--- config.mk ---
export PLATFORM = sky130hd
export DESIGN_NAME = sprite_anim_seq
export DESIGN_NICKNAME = d
export VERILOG_FILES = /design/src/rtl/sprite_anim_pkg.sv /design/src/rtl/sprite_addr_pipe.sv /design/src/rtl/sprite_anim_seq.sv
export SDC_FILE = /design/constraint.sdc
export NUM_CORES = 1
export LEC_CHECK = 0
export BUFFER_PORTS_ARGS = -buffer_cell sky130_fd_sc_hd__buf_4
export CAP_MARGIN = 10
export CORE_AREA = 2 2 96 144
export CTS_CLUSTER_SIZE = 8
export DETAILED_ROUTE_END_ITERATION = 16
export DIE_AREA = 0 0 98 146
export GPL_TIMING_DRIVEN = 0
export PLACE_DENSITY = 0.73
export SETUP_SLACK_MARGIN = 0.4
export SLEW_MARGIN = 40
export SYNTH_ARGS = -nofsm -noshare
export SYNTH_HDL_FRONTEND = slang
export SYNTH_SLANG_ARGS = --single-unit
--- constraint.sdc ---
create_clock -name clk_25MHz -period 18.25 [get_ports clk_25MHz]
set_input_delay 1.825 -clock clk_25MHz [delete_from_list [all_inputs] [get_ports clk_25MHz]]
set_output_delay 1.825 -clock clk_25MHz [all_outputs]
set_load 0.005 [all_outputs]
--- src/rtl/sprite_anim_pkg.sv ---
// Shared types and constants for the sprite animation sequencer: pose
// geometry table, sprite-sheet layout and the sequencer state encoding.
package sprite_anim_pkg;

  localparam int DIM_W      = 8;   // sprite width/height in sheet pixels
  localparam int BASE_W     = 24;  // base address field, truncated at the ROM port
  localparam int CNT_W      = 4;   // frame count field (1..MAX_FRAMES)
  localparam int POSE_IDX_W = 3;   // index width of the pose table
  localparam int H_MAX      = 112; // tallest pose; shorter poses are bottom-aligned

  typedef struct packed {
    logic [DIM_W-1:0]  w;
    logic [DIM_W-1:0]  h;
    logic [BASE_W-1:0] base;
    logic [CNT_W-1:0]  n;
    logic              oneshot;
  } pose_t;

  typedef enum logic {
    ST_LOOP    = 1'b0,
    ST_ONESHOT = 1'b1
  } anim_state_e;

  // Poses are packed back to back in the sprite ROM, frames of a pose
  // contiguous, each frame stored row-major at w*h words.
  localparam pose_t POSE_STAND   = '{w: 8'd80,  h: 8'd112, base: 24'd0,      n: 4'd6, oneshot: 1'b0};
  localparam pose_t POSE_FORWARD = '{w: 8'd96,  h: 8'd112, base: 24'd53760,  n: 4'd4, oneshot: 1'b0};
  localparam pose_t POSE_BACK    = '{w: 8'd80,  h: 8'd112, base: 24'd96768,  n: 4'd4, oneshot: 1'b0};
  localparam pose_t POSE_PUNCH   = '{w: 8'd128, h: 8'd96,  base: 24'd132608, n: 4'd4, oneshot: 1'b1};
  localparam pose_t POSE_SQUAT   = '{w: 8'd80,  h: 8'd64,  base: 24'd181760, n: 4'd1, oneshot: 1'b0};
  localparam pose_t POSE_KICK    = '{w: 8'd112, h: 8'd112, base: 24'd186880, n: 4'd5, oneshot: 1'b1};

  // Full power-of-two table so any index is in range; unused slots fall
  // back to the standing pose.
  localparam pose_t POSE_TABLE [2**POSE_IDX_W] = '{
    POSE_STAND, POSE_FORWARD, POSE_BACK, POSE_PUNCH,
    POSE_SQUAT, POSE_KICK,    POSE_STAND, POSE_STAND
  };

endpackage

--- src/rtl/sprite_addr_pipe.sv ---
// Two-stage pixel pipeline: stage 1 places the pose box on screen, tests
// the pixel against it and forms row/column offsets; stage 2 turns those
// into a sprite ROM address.
module sprite_addr_pipe
  import sprite_anim_pkg::*;
#(
  parameter int POSE_W      = 3,
  parameter int FRAME_W     = 3,
  parameter int ADDR_W      = 18,
  parameter int COORD_W     = 13,
  parameter int SCALE_SHIFT = 1
) (
  input  logic               clk_25MHz,
  input  logic               reset,
  input  logic [POSE_W-1:0]  pose_i,
  input  logic [FRAME_W-1:0] frame_i,
  input  logic [COORD_W-1:0] origin_x_i,
  input  logic [COORD_W-1:0] origin_y_i,
  input  logic [9:0]         draw_x_i,
  input  logic [9:0]         draw_y_i,
  output logic [ADDR_W-1:0]  addr_o,
  output logic               hit_o
);

  // One spare bit so origin + box size never wraps back onto the screen.
  localparam int CW = COORD_W + 1;

  logic [DIM_W-1:0]  w_s1, h_s1, pad_rows;
  logic [BASE_W-1:0] base_s1;
  logic [CW-1:0]     px, py, box_l, box_t, box_r, box_b, dx, dy;
  logic              hit_s1;
  logic [DIM_W-1:0]  col_s1, row_s1;

  logic              hit_q1;
  logic [DIM_W-1:0]  col_q1, row_q1, w_q1, h_q1;
  logic [BASE_W-1:0] base_q1;
  logic [FRAME_W-1:0] frame_q1;

  logic [31:0]       sum_s2;
  logic [ADDR_W-1:0] addr_d, addr_q;
  logic              hit_q;

  // Stage 1: box placement, inclusive/exclusive bounds test, pixel offsets.
  always_comb begin
    w_s1     = POSE_TABLE[POSE_IDX_W'(pose_i)].w;
    h_s1     = POSE_TABLE[POSE_IDX_W'(pose_i)].h;
    base_s1  = POSE_TABLE[POSE_IDX_W'(pose_i)].base;
    pad_rows = DIM_W'(H_MAX) - h_s1;
    px       = CW'(draw_x_i);
    py       = CW'(draw_y_i);
    box_l    = CW'(origin_x_i);
    box_t    = CW'(origin_y_i) + (CW'(pad_rows) << SCALE_SHIFT);
    box_r    = box_l + (CW'(w_s1) << SCALE_SHIFT);
    box_b    = box_t + (CW'(h_s1) << SCALE_SHIFT);
    hit_s1   = (px >= box_l) && (px < box_r) && (py >= box_t) && (py < box_b);
    dx       = px - box_l;
    dy       = py - box_t;
    col_s1   = DIM_W'(dx >> SCALE_SHIFT);
    row_s1   = DIM_W'(dy >> SCALE_SHIFT);
  end

  // Stage 1 register: pixel result captured together with pose and frame.
  // NOTE: sequential state uses non-blocking assignments so every register
  // samples the pre-edge value, independent of statement order.
  // NOTE: pipeline data registers are reset too, so the outputs are a
  // clean 0 straight out of reset instead of stale or unknown values.
  always_ff @(posedge clk_25MHz or negedge reset) begin
    if (!reset) begin
      hit_q1   <= 1'b0;
      col_q1   <= '0;
      row_q1   <= '0;
      w_q1     <= '0;
      h_q1     <= '0;
      base_q1  <= '0;
      frame_q1 <= '0;
    end else begin
      hit_q1   <= hit_s1;
      col_q1   <= col_s1;
      row_q1   <= row_s1;
      w_q1     <= w_s1;
      h_q1     <= h_s1;
      base_q1  <= base_s1;
      frame_q1 <= frame_i;
    end
  end

  // Stage 2: frame offset plus row-major pixel offset; forced to 0 on a miss.
  // NOTE: every combinational output gets a value on every path (here a
  // default first), otherwise synthesis infers a latch.
  always_comb begin
    addr_d = '0;
    sum_s2 = 32'(base_q1)
           + 32'(frame_q1) * 32'(w_q1) * 32'(h_q1)
           + 32'(w_q1) * 32'(row_q1)
           + 32'(col_q1);
    if (hit_q1) addr_d = ADDR_W'(sum_s2);
  end

  // Stage 2 register: drives the ROM address and hit flag.
  always_ff @(posedge clk_25MHz or negedge reset) begin
    if (!reset) begin
      addr_q <= '0;
      hit_q  <= 1'b0;
    end else begin
      addr_q <= addr_d;
      hit_q  <= hit_q1;
    end
  end

  assign addr_o = addr_q;
  assign hit_o  = hit_q;

endmodule

--- src/rtl/sprite_anim_seq.sv ---
// Sprite animation sequencer: advances pose frames on vsync ticks, runs
// one-shot poses to completion, and feeds the pixel address pipeline.
module sprite_anim_seq
  import sprite_anim_pkg::*;
#(
  parameter int NUM_POSES   = 6,
  parameter int MAX_FRAMES  = 8,
  parameter int ADDR_W      = 18,
  parameter int COORD_W     = 13,
  parameter int SCALE_SHIFT = 1,
  parameter int HOLD_TICKS  = 7
) (
  input  logic                          clk_25MHz,
  input  logic                          reset,
  input  logic                          vsync,
  input  logic [$clog2(NUM_POSES)-1:0]  pose_sel,
  input  logic [COORD_W-1:0]            origin_x,
  input  logic [COORD_W-1:0]            origin_y,
  input  logic [9:0]                    DrawX,
  input  logic [9:0]                    DrawY,
  output logic [ADDR_W-1:0]             sprite_addr,
  output logic                          sprite_hit,
  output logic [$clog2(NUM_POSES)-1:0]  cur_pose,
  output logic [$clog2(MAX_FRAMES)-1:0] cur_frame,
  output logic                          busy,
  output logic                          done
);

  localparam int POSE_W  = $clog2(NUM_POSES);
  localparam int FRAME_W = $clog2(MAX_FRAMES);
  localparam int FC_W    = FRAME_W + 1;
  localparam int HOLD_W  = (HOLD_TICKS > 1) ? $clog2(HOLD_TICKS) : 1;
  localparam logic [HOLD_W-1:0] HOLD_LAST = HOLD_W'(HOLD_TICKS - 1);

  logic               vsync_q, tick;
  anim_state_e        state_q, state_d;
  logic [POSE_W-1:0]  pose_q, pose_d;
  logic [FRAME_W-1:0] frame_q, frame_d;
  logic [HOLD_W-1:0]  hold_q, hold_d;
  logic               done_q, done_d;
  logic [CNT_W-1:0]   cur_n;
  logic               sel_oneshot, hold_wrap, frame_last;

  // Frame tick: one-cycle pulse on a rising edge of vsync.
  always_ff @(posedge clk_25MHz or negedge reset) begin
    if (!reset) vsync_q <= 1'b0;
    else        vsync_q <= vsync;
  end

  assign tick = vsync & ~vsync_q;

  // Table lookups and end-of-hold / end-of-pose conditions.
  always_comb begin
    cur_n       = POSE_TABLE[POSE_IDX_W'(pose_q)].n;
    sel_oneshot = POSE_TABLE[POSE_IDX_W'(pose_sel)].oneshot;
    hold_wrap   = (hold_q == HOLD_LAST);
    frame_last  = (FC_W'(frame_q) + FC_W'(1)) == FC_W'(cur_n);
  end

  // Next-state: pose change beats hold counting; one-shots ignore pose_sel
  // until their last frame has been held, then pick it up on completion.
  always_comb begin
    state_d = state_q;
    pose_d  = pose_q;
    frame_d = frame_q;
    hold_d  = hold_q;
    done_d  = 1'b0;
    if (tick) begin
      case (state_q)
        ST_LOOP: begin
          if (pose_sel != pose_q) begin
            pose_d  = pose_sel;
            frame_d = '0;
            hold_d  = '0;
            if (sel_oneshot) state_d = ST_ONESHOT;
          end else if (hold_wrap) begin
            hold_d  = '0;
            frame_d = frame_last ? '0 : frame_q + FRAME_W'(1);
          end else begin
            hold_d  = hold_q + HOLD_W'(1);
          end
        end
        ST_ONESHOT: begin
          if (hold_wrap && frame_last) begin
            done_d  = 1'b1;
            state_d = ST_LOOP;
            pose_d  = pose_sel;
            frame_d = '0;
            hold_d  = '0;
          end else if (hold_wrap) begin
            hold_d  = '0;
            frame_d = frame_q + FRAME_W'(1);
          end else begin
            hold_d  = hold_q + HOLD_W'(1);
          end
        end
        default: state_d = ST_LOOP;
      endcase
    end
  end

  // Sequencer state register; reset aborts any one-shot without a done pulse.
  always_ff @(posedge clk_25MHz or negedge reset) begin
    if (!reset) begin
      state_q <= ST_LOOP;
      pose_q  <= '0;
      frame_q <= '0;
      hold_q  <= '0;
      done_q  <= 1'b0;
    end else begin
      state_q <= state_d;
      pose_q  <= pose_d;
      frame_q <= frame_d;
      hold_q  <= hold_d;
      done_q  <= done_d;
    end
  end

  assign cur_pose  = pose_q;
  assign cur_frame = frame_q;
  assign busy      = (state_q == ST_ONESHOT);
  assign done      = done_q;

  sprite_addr_pipe #(
    .POSE_W      (POSE_W),
    .FRAME_W     (FRAME_W),
    .ADDR_W      (ADDR_W),
    .COORD_W     (COORD_W),
    .SCALE_SHIFT (SCALE_SHIFT)
  ) u_addr_pipe (
    .clk_25MHz  (clk_25MHz),
    .reset      (reset),
    .pose_i     (pose_q),
    .frame_i    (frame_q),
    .origin_x_i (origin_x),
    .origin_y_i (origin_y),
    .draw_x_i   (DrawX),
    .draw_y_i   (DrawY),
    .addr_o     (sprite_addr),
    .hit_o      (sprite_hit)
  );

endmodule

**Word-level counts from Yosys, hierarchy flattened**

Memory sizes are Yosys's and may differ from the RTL's.
Cells that the tools add are included.

- Magnitude comparators: 6
- Multipliers: 3
- Add/sub/neg operators: 12
- Multiplexer cells: 25
- Bitwise gates (word level): 5
- Reductions and logical operators: 6
- Equality and inequality tests: 7

Operators by type and width:

| cell | count |
|---|---|
| 2-to-1 mux 45 bit | 2 |
| 2-to-1 mux 3 bit | 10 |
| adder 13 x 9 -> 14 bit | 2 |
| < comparator 10 x 14 -> 1 bit | 2 |
| adder 18 x 16 -> 18 bit | 1 |
| adder 18 bit | 1 |
| adder 18 x 8 -> 18 bit | 1 |
| multiplier 11 x 8 -> 18 bit | 1 |
| 2-to-1 mux 18 bit | 1 |
| one-hot mux 3 bit (2 select lines) | 3 |
| subtractor 9 bit | 2 |
| multiplier 8 x 8 -> 16 bit | 1 |
| adder 14 x 9 -> 14 bit | 1 |
| >= comparator 10 x 14 -> 1 bit | 1 |
| >= comparator 10 x 13 -> 1 bit | 1 |
| multiplier 3 x 8 -> 11 bit | 1 |
| >= comparator 4 bit, second input constant | 2 |
| 2-to-1 mux 1 bit | 8 |
| NOT 3 -> 4 bit | 2 |
| subtractor 7 x 8 -> 8 bit, first input constant | 1 |
| adder 3 x 1 -> 3 bit, second input constant | 2 |
| AND reduction 3 bit | 2 |
| adder 3 x 1 -> 4 bit, second input constant | 1 |
| == test 4 bit | 1 |
| other kinds (10) | 14 |

- Output and inout port bits: 27
- Bits in read-only memories: 720
- Word-level logic and storage cells: 81
- Input bits: 52
- Memories: 2
- Flip-flop bits (word level): 85

Memory list:

| name | depth | width | read ports | clocked after memory_dff | write ports | line | source |
|---|---|---|---|---|---|---|---|
| (no name shown) | 8 | 45 | 1 | 0 | 0 | sprite_addr_pipe.sv:45 | `w_s1 = POSE_TABLE[POSE_IDX_W'(pose_i)].w;` |
| (no name shown) | 8 | 45 | 1 | 0 | 0 | sprite_anim_seq.sv:55 | `sel_oneshot = POSE_TABLE[POSE_IDX_W'(pose_sel)].oneshot;` |

**Depth between registers and ports, before layout**

- Word-level depth: 9
- Mapped depth: 24
- Gate-level depth less buffers: 23

**Hierarchy**

A second synthesis with hierarchy kept.

- Cell total of the unflattened synthesis: 672
- Area, all modules: 6471.2 sq um

By module, submodules not included:

| module | cells an instance | instances | area each (sq um) | sequential area each (sq um) |
|---|---|---|---|---|
| sprite_addr_pipe | 600 | 1 | 5754.3 | 1351.3 |
| sprite_anim_seq | 72 | 1 | 716.9 | 300.3 |

**Worst setup path after synthesis**

No wires, ideal clock.

- Path type: reg2reg
- Start point: register u_addr_pipe.w_q1[4]
- End point: register u_addr_pipe.addr_q[15] (netlist: u_addr_pipe.addr_o[15])
- Data required time: 18131 ps
- Buffers on the path: 1
- Setup time: 119 ps
- Cell stages (with the launch flop): 23
- Arrival time: 6070 ps
- Period minus slack after synthesis: 6189 ps
- Setup slack: 12061 ps
- Path through: dfrtp_1 > clkbuf_1 > nand2_1 > fa_1 > inv_1 > ha_1 > fa_1 > xor2_1 > and2_1 > ha_1 > fa_1 > fa_1 > inv_1 > fa_1 > fa_1 > fa_1 > inv_1 > ha_1 > o21a_1 > a21oi_1 > o21bai_1 > xor2_1 > and2_1

- Word-level cells in the longest chain between the ends: 6
- Elaborated cells on any way between the ends: 7
- Classes of those cells: add/sub: 3; mul: 3; mux: 1

Ends and longest elaborated chain:

| what | line | source |
|---|---|---|
| from (decl) | sprite_addr_pipe.sv:35 | `logic [DIM_W-1:0] col_q1, row_q1, w_q1, h_q1;` |
| from (signal assigned) | sprite_addr_pipe.sv:80 | `w_q1 <= w_s1;` |
| multiplier 3 x 8 -> 11 bit | sprite_addr_pipe.sv:93 | `+ 32'(frame_q1) * 32'(w_q1) * 32'(h_q1)` |
| multiplier 11 x 8 -> 18 bit | sprite_addr_pipe.sv:93 |  |
| adder 18 bit | sprite_addr_pipe.sv:93 |  |
| adder 18 x 16 -> 18 bit (*) | sprite_addr_pipe.sv:94 | `+ 32'(w_q1) * 32'(row_q1)` |
| adder 18 x 8 -> 18 bit (*) | sprite_addr_pipe.sv:95 | `+ 32'(col_q1);` |
| 2-to-1 mux 18 bit (*) | sprite_addr_pipe.sv:96 | `if (hit_q1) addr_d = ADDR_W'(sum_s2);` |
| via u_addr_pipe.addr_d[15] | sprite_addr_pipe.sv:40 | `logic [ADDR_W-1:0] addr_d, addr_q;` |
| to (signal assigned) | sprite_addr_pipe.sv:105 | `addr_q <= addr_d;` |
| to (decl) | sprite_addr_pipe.sv:40 |  |

The timed path passes the listed nets; every way through them passes the cells marked *.
A chain may end at the register's enable or synchronous reset.

**Final worst setup path**

Ends and elaborated chain as after synthesis.

==> out/metrics.yaml <==
clock_tree:
  clkLatencyLatePin_ns: 0.33
  cts_num_sinks: 66
  clockBufferDepth: 2
  cts-buffers-inserted: 9
  cts_max_level: 3
  path_clk_slew_ns: 0.05
  cts_resized: 0
  postCtsHoldBufs: 0
  cts_root_buf: "clkbuf_16"
  cts_setup_buffers: 0
  cts_tree: "built"
critical_path:
  worst_setup_path_end_kind: "flop"
  crit_chain: "clkbuf_1 -> nand2_1 -> fa_1 -> inv_1 -> ha_1 -> fa_1 -> and2_1 -> ha_1 -> fa_1 -> fa_1 -> inv_1 -> fa_1 -> fa_1 -> fa_1 -> inv_1 -> ha_1 -> o21a_1 -> a21oi_1 -> o21bai_1 -> xor2_1 -> and2_1"
  slowest_delay_ns: 0.56
  timing.rr.start: "u_addr_pipe.w_q1[4]"
  slowest_stage: "fa_1"
  start_kind: "flop"
  reg2reg_slack_ns: 11.54
  worst-path-buf-inv: 4
  cp_top_family: "adder cells"
  crit_path_frequent_cell: "fa_1"
  r2r_cells: 21
  cp.arrival_ns: 6.92
  cp_max_fo: 10
  r2r-end: "u_addr_pipe.addr_o[15]"
  crit_type: "reg2reg"
  crit_required_ns: 18.47
timing:
  period_needed_ns: 6.71
  hold_violations: 0
  finClkSkew_ns: 0.0100
  worst_pin_slew_ns: 0.575
  setup_viol: 0
  max_slew_margin: 0.617
  rsz0062_at_grt: "false"
  maxSlewViolCount: 0
  tns_ns: 0
  timing.fmax_mhz: 149
  period_share: 0.368
grt:
  grt_max_degree: 67
  grt_pass1_wl_um: 22400
  antenna_found_initial: 0
  overflow: 0
  grtUsageTotal: 0.189
  grt_pass1_vias: 5076
synthesis:
  async_flop_share: 1.00
  ys.flop_type: "dfrtp_1"
  syn_area_per_cell_um2: 9.65
  synthCells: 664
  synth-edff-count: 0
  syn_area_mm2: 0.00640
  ys_warn_count: 0
  synth_seq_cells: 66
  yosysSeqAreaShare: 0.258
  synth.distinct_cells: 50
  syn-num-nets: 872
route:
  first_iter_violations: 124
  dr.pass1.iters: 4
  drt-wirelength-per-cell_um: 13.8
  drtAntennaViolNets: 0
  drc: 0
  viasPerCell: 5.20
  wirelength_um: 12700
  num_vias: 4764
min_path:
  hp-start: "u_addr_pipe.hit_q1"
  hold_depth: 0
  hold_end: "u_addr_pipe.hit_o"
  hp-class: "reg2reg"
flow_run:
  cap_violations: 0
floorplanning:
  die_h_um: 146
  pin_count: 79
  die_area_mm2: 0.0143
  start_util: 0.494
  coreArea_mm2: 0.0130
  dieWidth_um: 98
  rows: 51
place:
  port_buffers: 78
  place.gp.congestion: 0.909
  hpwl_um: 10600
layout:
  syn_to_final_growth_pct: 18.0
  n_antenna_cell: 0
  fillers: 1116
  layout-drive-gt1-share: 0.144
  layout.nets: 961
run_status:
  status: "completed"
==> sequential cells by signal (all words and copies together), names as in the netlist, 3 cells and up <==
name and count:
u_addr_pipe.h_q1 3, cur_pose 3, hold_q 3, u_addr_pipe.base_q1 8, u_addr_pipe.col_q1 8, u_addr_pipe.addr_o 18
u_addr_pipe.frame_q1 3, u_addr_pipe.w_q1 4, cur_frame 3, u_addr_pipe.row_q1 8
==> worst register-to-register path: cells and delay by family, from the launching register on <==
| family | cells | cell delay [ns] |
|---|---|---|
| compound gates | 3 | 0.52 |
| xor+xnor | 1 | 0.15 |
| fa+ha+maj | 10 | 4.59 |
| simple gates | 3 | 0.51 |
| buf+inv | 4 | 0.48 |
| flops | 1 | 0.36 |
==> cells in the final DEF, fill, tap and decap left out, types with 12 or more instances in the layout <==
master and n:
a21o_1 13, a21oi_1 26, and2_1 52, buf_4 77, dfrtp_1 66, fa_1 46, ha_1 110, inv_1 111
nand2_1 37, nor2_1 26, nor2b_1 12, nor3_1 12, o21ai_0 26, xnor2_1 20, xor2_1 19
==> layer usage <==
metal  share of wire  up-vias  GRT usage
met4           0.024        0     0.0694
met2            0.55      103      0.354
li1                -     2355          -
met3           0.031       25     0.0322
met5               0        -          0
met1            0.39     2281      0.211
==> logic make-up (layout without fill, tap and decap cells) <==
family	Yosys count	after routing	synth area share
compound gates	97	97	0.0940
xor+xnor	40	40	0.0559
fa+ha+maj	156	156	0.359
buf+inv	119	213	0.0721
flops	66	66	0.258
mux	6	6	0.0102
other cells	1	1	0.000585
simple gates	179	179	0.151
==> layout make-up <==
type                       count  area [um^2]  area share
clock buffer                   9          225      0.0298
tap                          159          199      0.0263
timing repair buffer          78          589      0.0780
sequential                    66         1650       0.218
buffer                         8         45.0     0.00596
multi-input combinational    479         4290       0.568
inverter                     111          417      0.0551
clock inverter                 7          141      0.0187
==> worst max-delay path by stage <==
stage | depth (start not counted) | from | endpoint | slack (ns)
after floorplan | 22 | u_addr_pipe.w_q1[4] | u_addr_pipe.addr_o[15] | 12.06
after global placement | 22 | u_addr_pipe.w_q1[4] | u_addr_pipe.addr_o[15] | 11.63
after detailed placement | 22 | u_addr_pipe.w_q1[4] | u_addr_pipe.addr_o[15] | 11.53
after CTS | 22 | u_addr_pipe.w_q1[4] | u_addr_pipe.addr_o[15] | 11.53
after global routing | 22 | u_addr_pipe.w_q1[4] | u_addr_pipe.addr_o[15] | 11.18
final | 21 | u_addr_pipe.w_q1[4] | u_addr_pipe.addr_o[15] | 11.54
==> Yosys cell counts (2+ instances only) <==
master / n / share of area
inv_1: 111 / 0.065
ha_1: 110 / 0.21
dfrtp_1: 66 / 0.26
and2_1: 52 / 0.051
fa_1: 46 / 0.14
nand2_1: 37 / 0.022
a21oi_1: 26 / 0.020
nor2_1: 26 / 0.015
o21ai_0: 26 / 0.020
xnor2_1: 20 / 0.027
xor2_1: 19 / 0.026
a21o_1: 13 / 0.015
nor2b_1: 12 / 0.012
nor3_1: 12 / 0.0094
nand2b_1: 11 / 0.011
nand3_1: 8 / 0.0063
a211oi_1: 7 / 0.0082
a31oi_1: 6 / 0.0059
and3_1: 6 / 0.0059
clkbuf_1: 6 / 0.0035
mux2_2: 4 / 0.0070
o21a_1: 4 / 0.0047
nand4_1: 3 / 0.0029
and4_1: 2 / 0.0027
buf_6: 2 / 0.0035
mux2i_1: 2 / 0.0031
o21bai_1: 2 / 0.0023
o32ai_1: 2 / 0.0027
or2b_2: 2 / 0.0027
==> per-stage QoR <==
step                      instances  setup slack (ns)  area (um^2)  hold WS, ns   util
final                           917             11.54         7560        0.461  0.584
after floorplan                 664             12.06         6400        0.372      -
after global routing            917             11.18         7560        0.480  0.584
after CTS                       917             11.53         7560        0.470  0.583
after detailed placement        901             11.53         7190        0.448  0.555
after global placement          901             11.63         7190        0.438  0.555
Power is left out: the tool's default activity adds up to more than one toggle a clock period on the data nets, which glitch-free logic cannot reach.
